`src/rtl/cr_kme_ser_pkg.sv`:
```
// Shared types and default widths for the KME FIFO beat serializer.
package cr_kme_ser_pkg;

    typedef enum logic {
        SER_IDLE,
        SER_SEND
    } ser_state_e;

    localparam int CR_KME_SER_DATA_SIZE = 128;
    localparam int CR_KME_SER_BEAT_SIZE = 32;

    function automatic int ser_num_beats(input int data_size, input int beat_size);
        return data_size / beat_size;
    endfunction

endpackage

```
`src/rtl/cr_kme_ser_beat_mux.sv`:
```
// Combinational beat select from the held entry, LSB beat first.
// Computes even parity of the selected beat when CR_KME_SER_PARITY_EN is defined.
module cr_kme_ser_beat_mux
    import cr_kme_ser_pkg::*;
#(
    parameter int DATA_SIZE = CR_KME_SER_DATA_SIZE,
    parameter int BEAT_SIZE = CR_KME_SER_BEAT_SIZE,
    parameter int NUM_BEATS = ser_num_beats(DATA_SIZE, BEAT_SIZE),
    parameter int IDX_W     = $clog2(NUM_BEATS)
) (
    input  logic [DATA_SIZE-1:0] hold_q,
    input  logic [IDX_W-1:0]     beat_idx,
    output logic [BEAT_SIZE-1:0] beat_data
`ifdef CR_KME_SER_PARITY_EN
    ,
    output logic                 beat_parity
`endif
);

    logic [NUM_BEATS-1:0][BEAT_SIZE-1:0] beats;

    assign beats     = hold_q;
    assign beat_data = beats[beat_idx];

`ifdef CR_KME_SER_PARITY_EN
    assign beat_parity = ^beat_data;
`endif

endmodule

```
`src/rtl/cr_kme_fifo_serializer.sv`:
```
// Pops 128-bit entries from the KME FIFO and streams them as NUM_BEATS narrow beats.
// Optional even-parity output enabled by defining CR_KME_SER_PARITY_EN.
module cr_kme_fifo_serializer
    import cr_kme_ser_pkg::*;
#(
    parameter int DATA_SIZE = CR_KME_SER_DATA_SIZE,
    parameter int BEAT_SIZE = CR_KME_SER_BEAT_SIZE
) (
    input  logic                 clk,
    input  logic                 rst,
    input  logic [DATA_SIZE-1:0] fifo_out,
    input  logic                 fifo_out_valid,
    output logic                 fifo_out_ack,
    input  logic                 flush,
    output logic [BEAT_SIZE-1:0] out_data,
    output logic                 out_valid,
    input  logic                 out_ready,
    output logic                 out_first,
    output logic                 out_last,
    output logic                 busy
`ifdef CR_KME_SER_PARITY_EN
    ,
    output logic                 out_parity
`endif
);

    localparam int NUM_BEATS = ser_num_beats(DATA_SIZE, BEAT_SIZE);
    localparam int IDX_W     = (NUM_BEATS > 1) ? $clog2(NUM_BEATS) : 1;
    localparam logic [IDX_W-1:0] LAST_IDX = IDX_W'(NUM_BEATS - 1);

    if ((DATA_SIZE % BEAT_SIZE) != 0 || NUM_BEATS < 2) begin : g_bad_cfg
        $error("cr_kme_fifo_serializer: BEAT_SIZE must divide DATA_SIZE into at least 2 beats");
    end

    ser_state_e           state;
    logic [DATA_SIZE-1:0] hold_q;
    logic [IDX_W-1:0]     beat_idx;
    logic                 accept;
    logic                 last_acc;
    logic                 pop;

    assign busy      = (state == SER_SEND);
    assign out_valid = busy;
    assign out_first = busy && (beat_idx == '0);
    assign out_last  = busy && (beat_idx == LAST_IDX);

    assign accept   = out_valid && out_ready;
    assign last_acc = accept && out_last;

    // Refill on the last accepted beat keeps a continuously valid FIFO gap-free.
    assign fifo_out_ack = !rst && !flush && fifo_out_valid &&
                          ((state == SER_IDLE) || last_acc);
    assign pop          = fifo_out_valid && fifo_out_ack;

    always_ff @(posedge clk or posedge rst) begin
        if (rst) begin
            state    <= SER_IDLE;
            beat_idx <= '0;
            hold_q   <= '0;
        end else if (flush) begin
            state    <= SER_IDLE;
            beat_idx <= '0;
        end else if (pop) begin
            state    <= SER_SEND;
            beat_idx <= '0;
            hold_q   <= fifo_out;
        end else if (last_acc) begin
            state    <= SER_IDLE;
            beat_idx <= '0;
        end else if (accept) begin
            beat_idx <= beat_idx + IDX_W'(1);
        end
    end

    cr_kme_ser_beat_mux #(
        .DATA_SIZE (DATA_SIZE),
        .BEAT_SIZE (BEAT_SIZE),
        .NUM_BEATS (NUM_BEATS),
        .IDX_W     (IDX_W)
    ) u_beat_mux (
        .hold_q      (hold_q),
        .beat_idx    (beat_idx),
        .beat_data   (out_data)
`ifdef CR_KME_SER_PARITY_EN
        ,
        .beat_parity (out_parity)
`endif
    );

endmodule

```
`config.mk`:
```
export PLATFORM = sky130hd
export DESIGN_NAME = cr_kme_fifo_serializer
export DESIGN_NICKNAME = d
export VERILOG_FILES = /design/src/rtl/cr_kme_ser_pkg.sv /design/src/rtl/cr_kme_ser_beat_mux.sv /design/src/rtl/cr_kme_fifo_serializer.sv
export SDC_FILE = /design/constraint.sdc
export NUM_CORES = 1
export LEC_CHECK = 0
export CAP_MARGIN = 10
export CORE_ASPECT_RATIO = 0.75
export CORE_MARGIN = 2
export CORE_UTILIZATION = 47
export DETAILED_ROUTE_END_ITERATION = 16
export HOLD_SLACK_MARGIN = 0.12
export PLACE_DENSITY = 0.8
export SLEW_MARGIN = 40
export SYNTH_ARGS = -nofsm -noshare
export SYNTH_HDL_FRONTEND = slang
export SYNTH_SLANG_ARGS = --single-unit
```
`constraint.sdc`:
```
create_clock -name clk -period 5.45 [get_ports clk]
set_input_delay 0.545 -clock clk [delete_from_list [all_inputs] [get_ports clk]]
set_output_delay 0.545 -clock clk [all_outputs]
set_load 0.005 [all_outputs]
```
After elaboration in Yosys (flattened, before gate mapping)
Index checks and enable logic that the tools add are counted.
{"block": "word_totals", "regBits": 131, "inputBits": 133, "word_cells": 32}
{"block": "op_classes", "addsub": 1, "magnitude_cmp": 1, "eq_ne": 1, "n_mux": 9, "bitwise_logic": 2, "reduce_logical": 15}
{"cell": "binary-select mux 32 bit (select 2 bit)", "count": 1}
{"cell": "two-way mux 32 bit", "count": 1}
{"cell": "logical AND 1 bit", "count": 8}
{"cell": "two-way mux 2 bit", "count": 4}
{"cell": "nonzero test 4 bit", "count": 1}
{"cell": "less-than comparator 2 x 3 -> 1 bit (second input constant)", "count": 1}
{"cell": "two-way mux 1 bit", "count": 3}
{"cell": "nonzero test 3 bit", "count": 1}
{"cell": "adder 2 x 1 -> 2 bit (second input constant)", "count": 1}
{"cell": "equality test 2 bit (second input constant)", "count": 1}
{"cell": "logical NOT 1 bit", "count": 2}
{"cell": "logical NOT 2 bit", "count": 1}
{"cell": "inverter 1 bit", "count": 2}
{"cell": "AND reduction 2 bit", "count": 1}
{"cell": "logical OR 1 bit", "count": 1}

Depth between registers and ports, before layout
Gate-level depths: netlist of run 1.
{"block": "depth", "word_depth": 8, "mapped_depth": 6}

By module
A second synthesis of run 1 with hierarchy kept.
{"block": "hier_totals", "cells_unflattened": 331, "hier_area_um2": 5788.1}
{"module": "cr_kme_fifo_serializer", "n_inst": 1, "cells_each": 292, "area_per_inst_um2": 4973.5, "seq_area_each_um2": 3278.1}
{"module": "cr_kme_ser_beat_mux", "n_inst": 1, "cells_each": 39, "area_per_inst_um2": 814.5, "seq_area_each_um2": 0.0}

Least setup slack after synthesis of run 1
No wires, ideal clock.
{"block": "synth_path", "path_kind": "reg2out", "start": "register beat_idx[1]", "end": "output port out_data[0]", "arrival_time_ns": 1.358, "setup_slack_ns": 3.547, "stages_incl_launch_ff": 4, "path_cell_list": "dfrtp_1 -> buf_2 -> buf_2 -> mux4_2"}
{"block": "synth_between", "elab_chain_cells": 2}
{"element": "from (decl)", "line_no": "cr_kme_fifo_serializer.sv:37", "source": "logic [IDX_W-1:0] beat_idx;"}
{"element": "from (signal assigned)", "line_no": "cr_kme_fifo_serializer.sv:71", "source": "beat_idx <= beat_idx + IDX_W'(1);"}
{"element": "binary-select mux 32 bit (select 2 bit)", "line_no": "cr_kme_ser_beat_mux.sv:23", "source": "assign beat_data = beats[beat_idx];"}
{"element": "two-way mux 32 bit (implied by the code)", "line_no": "cr_kme_ser_beat_mux.sv:23"}
{"element": "to (decl)", "line_no": "cr_kme_fifo_serializer.sv:15", "source": "output logic [BEAT_SIZE-1:0] out_data,"}
Every way passes these cells. The select of a mux whose other input is x is not followed.

Worst setup path after layout of run 1
{"block": "layout_path", "start": "register beat_idx[1]", "end": "output port fifo_out_ack"}
{"block": "layout_between", "elab_chain_cells": 5}
{"element": "equality test 2 bit", "line_no": "cr_kme_fifo_serializer.sv:45", "source": "assign out_last = busy && (beat_idx == LAST_IDX);"}
{"element": "logical AND 1 bit", "line_no": "cr_kme_fifo_serializer.sv:45"}
{"element": "logical AND 1 bit", "line_no": "cr_kme_fifo_serializer.sv:48", "source": "assign last_acc = accept && out_last;"}
{"element": "logical OR 1 bit", "line_no": "cr_kme_fifo_serializer.sv:52", "source": "((state == SER_IDLE) || last_acc);"}
{"element": "logical AND 1 bit", "line_no": "cr_kme_fifo_serializer.sv:51", "source": "assign fifo_out_ack = !rst && !flush && fifo_out_valid &&"}
{"element": "to (decl)", "line_no": "cr_kme_fifo_serializer.sv:13", "source": "output logic fifo_out_ack,"}
Every way passes these cells.

==> results.cfg, run 1 <==
[sta]
fmax_mhz = 289.0
rsz0062_at_grt = false
relSlewSlack_pct = 52.44
finalCriticalPeriod_ns = 3.460
finalSetupViolations = 0
setup_slack_ns = 1.990
fin_worst_skew_ns = 0.007992
hold_viol = 0
tightest_slew_ns = 0.7134
period_share_pct = 63.49
drv_slew = 0
fin_tns_setup_ns = 0

[route]
drt-pass1-iter-count = 4
vias = 3463
drt_wl_total_um = 12440
drc = 0
postRouteAntennaNets = 0
viasPerCell = 5.130
drtIter0Drc = 103
post_drt_wl_per_cell_um = 18.43

[layout]
syn_to_final_growth_pct = 42.69
layout_common_cells = clkdlybuf4s50_1 (169), dfrtp_1 (129), mux2_1 (90)
diodes = 0
final_area_um2 = 8177
nNetsFinal = 635
utilization_pct = 69.64
drive_gt1_share_pct = 21.05
final_common_cell = clkdlybuf4s50_1

[clock_tree]
cts_sinks = 131
cts_buffers = 17
insertion_delay_ns = 0.41
postCtsHoldBufs = 0
path_clk_slew_ns = 0.05
cts_resized = 0
root_buffer = clkbuf_16
htree_levels = 4
cts.path.max_buffers = 2
cts_tree = yes
postCtsSetupBuffers = 0

[place]
portBuffers = 169
post_dp_cell_area_um2 = 7505
dp_hpwl_um = 8465
place_congestion = 0.7441
pre_cts_slack_ns = 2.342

[global_route]
grt-ovfl-total = 0
grt-busiest-layer = met2
use_met2_pct = 32.06
grt_usage_pct = 20.53
grt_max_degree = 131
antenna_found_initial = 0
grt_first_pass_wirelength_um = 20220
first_global_vias = 3827
use_met3_pct = 8.614
grt_use_met1_pct = 26.11

[job]
cap_violations = 0

[synth]
ys_warn_count = 0
synthAdderAreaFrac_pct = 0.4367
synth_compound_area_share_pct = 0.3057
synth-seq-cells = 131
syn-num-nets = 467
seq_area_frac_synth_pct = 57.21
muxShareOfSynthArea_pct = 38.08
synth_simple_gate_area_share_pct = 0.7642
syn_area_um2 = 5730
synth_cells = 332
syn_area_per_cell_um2 = 17.26
yosysUniqueCellTypes = 19
synth_xor_area_share_pct = 0
synth_top_family_by_area = multiplexers

[outcome]
outcome = complete, no violations

[min_path]
hp-class = flip-flop to flip-flop

[pwr]
design_power_total_mw = 3.109
p_leak_nw = 3.288
ir_drop_mv = 0.2071
powerDensity_nw_per_um2 = 380.2

[die]
num_rows = 34
die_area_um2 = 13100
die_h_um = 99.63
die_w_um = 131.5
core_area_um2 = 11740
start_util_pct = 48.81
pin_count = 170

[critical_path]
arrival_ns = 2.92
cp_max_fo = 18
crit_chain = buf_4, ha_1, nand2_1, a211oi_4, clkdlybuf4s50_1
worst_path_max_delay_cell = dfrtp_2
critical_path_class = flip-flop to primary output
start_kind = flip-flop
critical_path_required_ns = 4.91
worst_path_largest_cell_delay_ns = 0.76
end_kind = primary output
kinds of logic after synthesis:
kind of cell	count (synthesis)
fa+ha+maj	2
mux	162
simple gates	9
compound gates	2
flops	131
buf+inv	26
final timing paths:
kind	startpoint	end	slack, ns	depth (start not counted)
max	beat_idx[1]$_DFFE_PP0P_	fifo_out_ack	1.99	5
min	hold_q[84]$_DFFE_PP0P_	hold_q[84]$_DFFE_PP0P_	0.48	1
max reg2reg	beat_idx[1]$_DFFE_PP0P_	hold_q[16]$_DFFE_PP0P_	2.36	6
min reg2reg	hold_q[84]$_DFFE_PP0P_	hold_q[84]$_DFFE_PP0P_	0.48	1
max in group asynchronous	rst	hold_q[84]$_DFFE_PP0P_	3.79	3
min in group asynchronous	rst	hold_q[55]$_DFFE_PP0P_	0.62	2
critical path: cells and delay by family (launching register included):
family / cells / cell delay, ns
buf+inv: 2 / 1.05
simple gates: 1 / 0.11
flops: 1 / 0.76
fa+ha+maj: 1 / 0.25
compound gates: 1 / 0.32
metal layers:
metal  wire length, um  part of all wire (%)
met1              5290                    43
met2              5905                    47
met3              1079                   8.7
met4               163                   1.3
met5                 0                     0
flip-flops by register name, summed over array words and instances, names as in the netlist:
name,cells
hold_q,128
busy,1
beat_idx,2
final cells by class:
class,instances,area [um2]
Sequential cell,131,3283
Clock inverter,11,198.9
Inverter,3,18.77
Multi-Input combinational cell,175,2276
Tap cell,162,202.7
Fill cell,809,3565
Timing Repair Buffer,172,1727
Clock buffer,21,470.5
power by group:
group	internal (mW)	switching [mW]
clock	0.851	0.420
combinational	0.387	0.159
sequential	1.18	0.107
cell usage after synthesis:
library cell | count | area (um2)
dfrtp_1 | 131 | 3278
mux2i_1 | 2 | 20.02
and2_1 | 2 | 12.51
mux2_2 | 38 | 427.9
clkbuf_1 | 1 | 3.750
a211oi_2 | 1 | 12.51
ha_1 | 2 | 25.02
buf_2 | 9 | 45.04
nor3_1 | 2 | 10.01
nand2_1 | 3 | 11.26
buf_1 | 2 | 7.510
inv_1 | 3 | 11.26
a21oi_1 | 1 | 5.000
buf_6 | 9 | 101.4
buf_4 | 2 | 15.01
mux4_2 | 32 | 720.7
nor2_1 | 1 | 3.750
mux2_1 | 90 | 1013
nand2b_1 | 1 | 6.260
through the flow:
stage,instances,hold slack [ns]
after global routing,675,0.4924
after global placement,643,0.4628
after floorplan,332,0.4524
final,675,0.4794
after CTS,675,0.4818
after detailed placement,643,0.4686
Power figures use the tool's default switching activity.
==> run 2: changes to the inputs <==
--- a/config.mk
+++ b/config.mk
@@ -8,10 +8,10 @@
 export CAP_MARGIN = 10
 export CORE_ASPECT_RATIO = 0.75
 export CORE_MARGIN = 2
-export CORE_UTILIZATION = 47
+export CORE_UTILIZATION = 43
 export DETAILED_ROUTE_END_ITERATION = 16
 export HOLD_SLACK_MARGIN = 0.12
-export PLACE_DENSITY = 0.8
+export PLACE_DENSITY = 0.77
 export SLEW_MARGIN = 40
 export SYNTH_ARGS = -nofsm -noshare
 export SYNTH_HDL_FRONTEND = slang
==> constraint.sdc (replaced) <==
create_clock -name clk -period 3.17 [get_ports clk]
set_input_delay 0.317 -clock clk [delete_from_list [all_inputs] [get_ports clk]]
set_output_delay 0.317 -clock clk [all_outputs]
set_load 0.005 [all_outputs]
==> results.cfg, run 2 (synthesis gave the netlist of run 1 again) <==
[sta]
fmax_mhz = 390.7
tightest_slew_ns = 0.7390
finalSetupViolations = 0
rsz0062_at_grt = false
period_share_pct = 80.74
drv_slew = 0
finalCriticalPeriod_ns = 2.560
relSlewSlack_pct = 50.74
hold_viol = 0
setup_slack_ns = 0.6105
fin_tns_setup_ns = 0
fin_worst_skew_ns = 0.008499

[layout]
diodes = 0
drive_gt1_share_pct = 20.54
regArea_um2 = 3281
largest_register_ffs = 128
n_fill_cell = 960
regMostFlops = hold_q
multi_input_area_um2 = 2276
nNetsFinal = 639
syn_to_final_growth_pct = 41.90
layout_common_cells = clkdlybuf4s50_1 (169), dfrtp_1 (129), mux2_1 (90)
final_common_cell = clkdlybuf4s50_1

[global_route]
grt-ovfl-total = 0
grt_first_pass_wirelength_um = 19940
grt_usage_pct = 18.51
first_global_vias = 3880
grt_max_degree = 132
antenna_found_initial = 0

[clock_tree]
insertion_delay_ns = 0.41
cts_buffers = 17
cts.path.max_buffers = 2
postCtsSetupBuffers = 0
htree_levels = 4
postCtsHoldBufs = 0
cts_resized = 0
path_clk_slew_ns = 0.06
root_buffer = clkbuf_16
cts_tree = yes
cts_sinks = 131

[route]
post_drt_wl_per_cell_um = 17.98
postRouteAntennaNets = 0
drc = 0
vias = 3468
viasPerCell = 5.048
drt-pass1-iter-count = 4
drt_wl_total_um = 12350
drtIter0Drc = 140

[critical_path]
cp_max_fo = 27
reg2reg_slack_ns = 1.18
start_kind = flip-flop
end_kind = primary output
critical_path_required_ns = 2.85
worstReg2RegEnd = hold_q[28]$_DFFE_PP0P_
arrival_ns = 2.24
startpoint = beat_idx[0]$_DFFE_PP0P_
r2r_cells = 5
critical_path_class = flip-flop to primary output
rr_startpoint = beat_idx[1]$_DFFE_PP0P_

[die]
start_util_pct = 44.02
die_w_um = 137.3
num_rows = 36
pin_count = 170
core_area_um2 = 13020
die_area_um2 = 14280
die_h_um = 104.0

[place]
pre_cts_slack_ns = 0.8121
place_congestion = 0.7266
portBuffers = 169
dp_hpwl_um = 8389

[outcome]
outcome = complete, no violations

[job]
cap_violations = 0

[pwr]
ir_drop_mv = 0.3728
powerDensity_nw_per_um2 = 619.5
p_leak_nw = 3.274

[min_path]
hp-class = primary input to asynchronous set/reset pin
-- run 2: area by class of cell --
cell class	instances	area share, %
multi-input combinational	175	27.99
timing repair buffer	176	21.91
tap	171	2.631
sequential	131	40.34
inverter	3	0.1846
clock inverter	5	0.9232
clock buffer	26	6.016
-- run 2: metrics by stage --
stage	hold slack (ns)	std cells	power, mW	cell area, um2	utilization, %
after floorplan	0.3801	332	2.680	5734	-
after global placement	0.4622	656	3.137	7567	58.13
after detailed placement	0.4692	656	3.195	7567	58.13
after CTS	0.4815	687	5.101	8132	62.47
after global routing	0.4906	687	5.284	8132	62.47
final	0.4407	687	5.038	8132	62.47
-- run 2: critical path, cell delays in order (launching register included) --
cell and delay [ns]:
dfrtp_2 0.35, buf_4 0.38, buf_4 0.29, mux4_2 0.32, clkdlybuf4s50_1 0.49
-- run 2: per-layer routing --
layer  global-route usage [%]  wire length, um  up-vias
met3                    7.602             1116       11
met2                    28.39             5674      112
met1                    23.42             5427     1774
met5                        0                0        -
li1                         -                -     1571
met4                    7.069              132        0
-- run 2: where the power goes --
part / total (mW) / leakage, nW / switching [mW] / internal, mW
logic: 0.948 / 1.44 / 0.277 / 0.670
clock network: 1.88 / 0.278 / 0.672 / 1.21
registers: 2.21 / 1.56 / 0.170 / 2.04
-- run 2: worst max-delay path by stage --
| stage | slack, ns | depth (start not counted) | endpoint |
|---|---|---|---|
| after floorplan | 1.23 | 1 | beat_idx[0]$_DFFE_PP0P_ |
| after global placement | 0.83 | 4 | fifo_out_ack |
| after detailed placement | 0.81 | 4 | fifo_out_ack |
| after CTS | 0.56 | 4 | out_data[18] |
| after global routing | 0.50 | 4 | out_data[18] |
| final | 0.61 | 4 | out_data[14] |
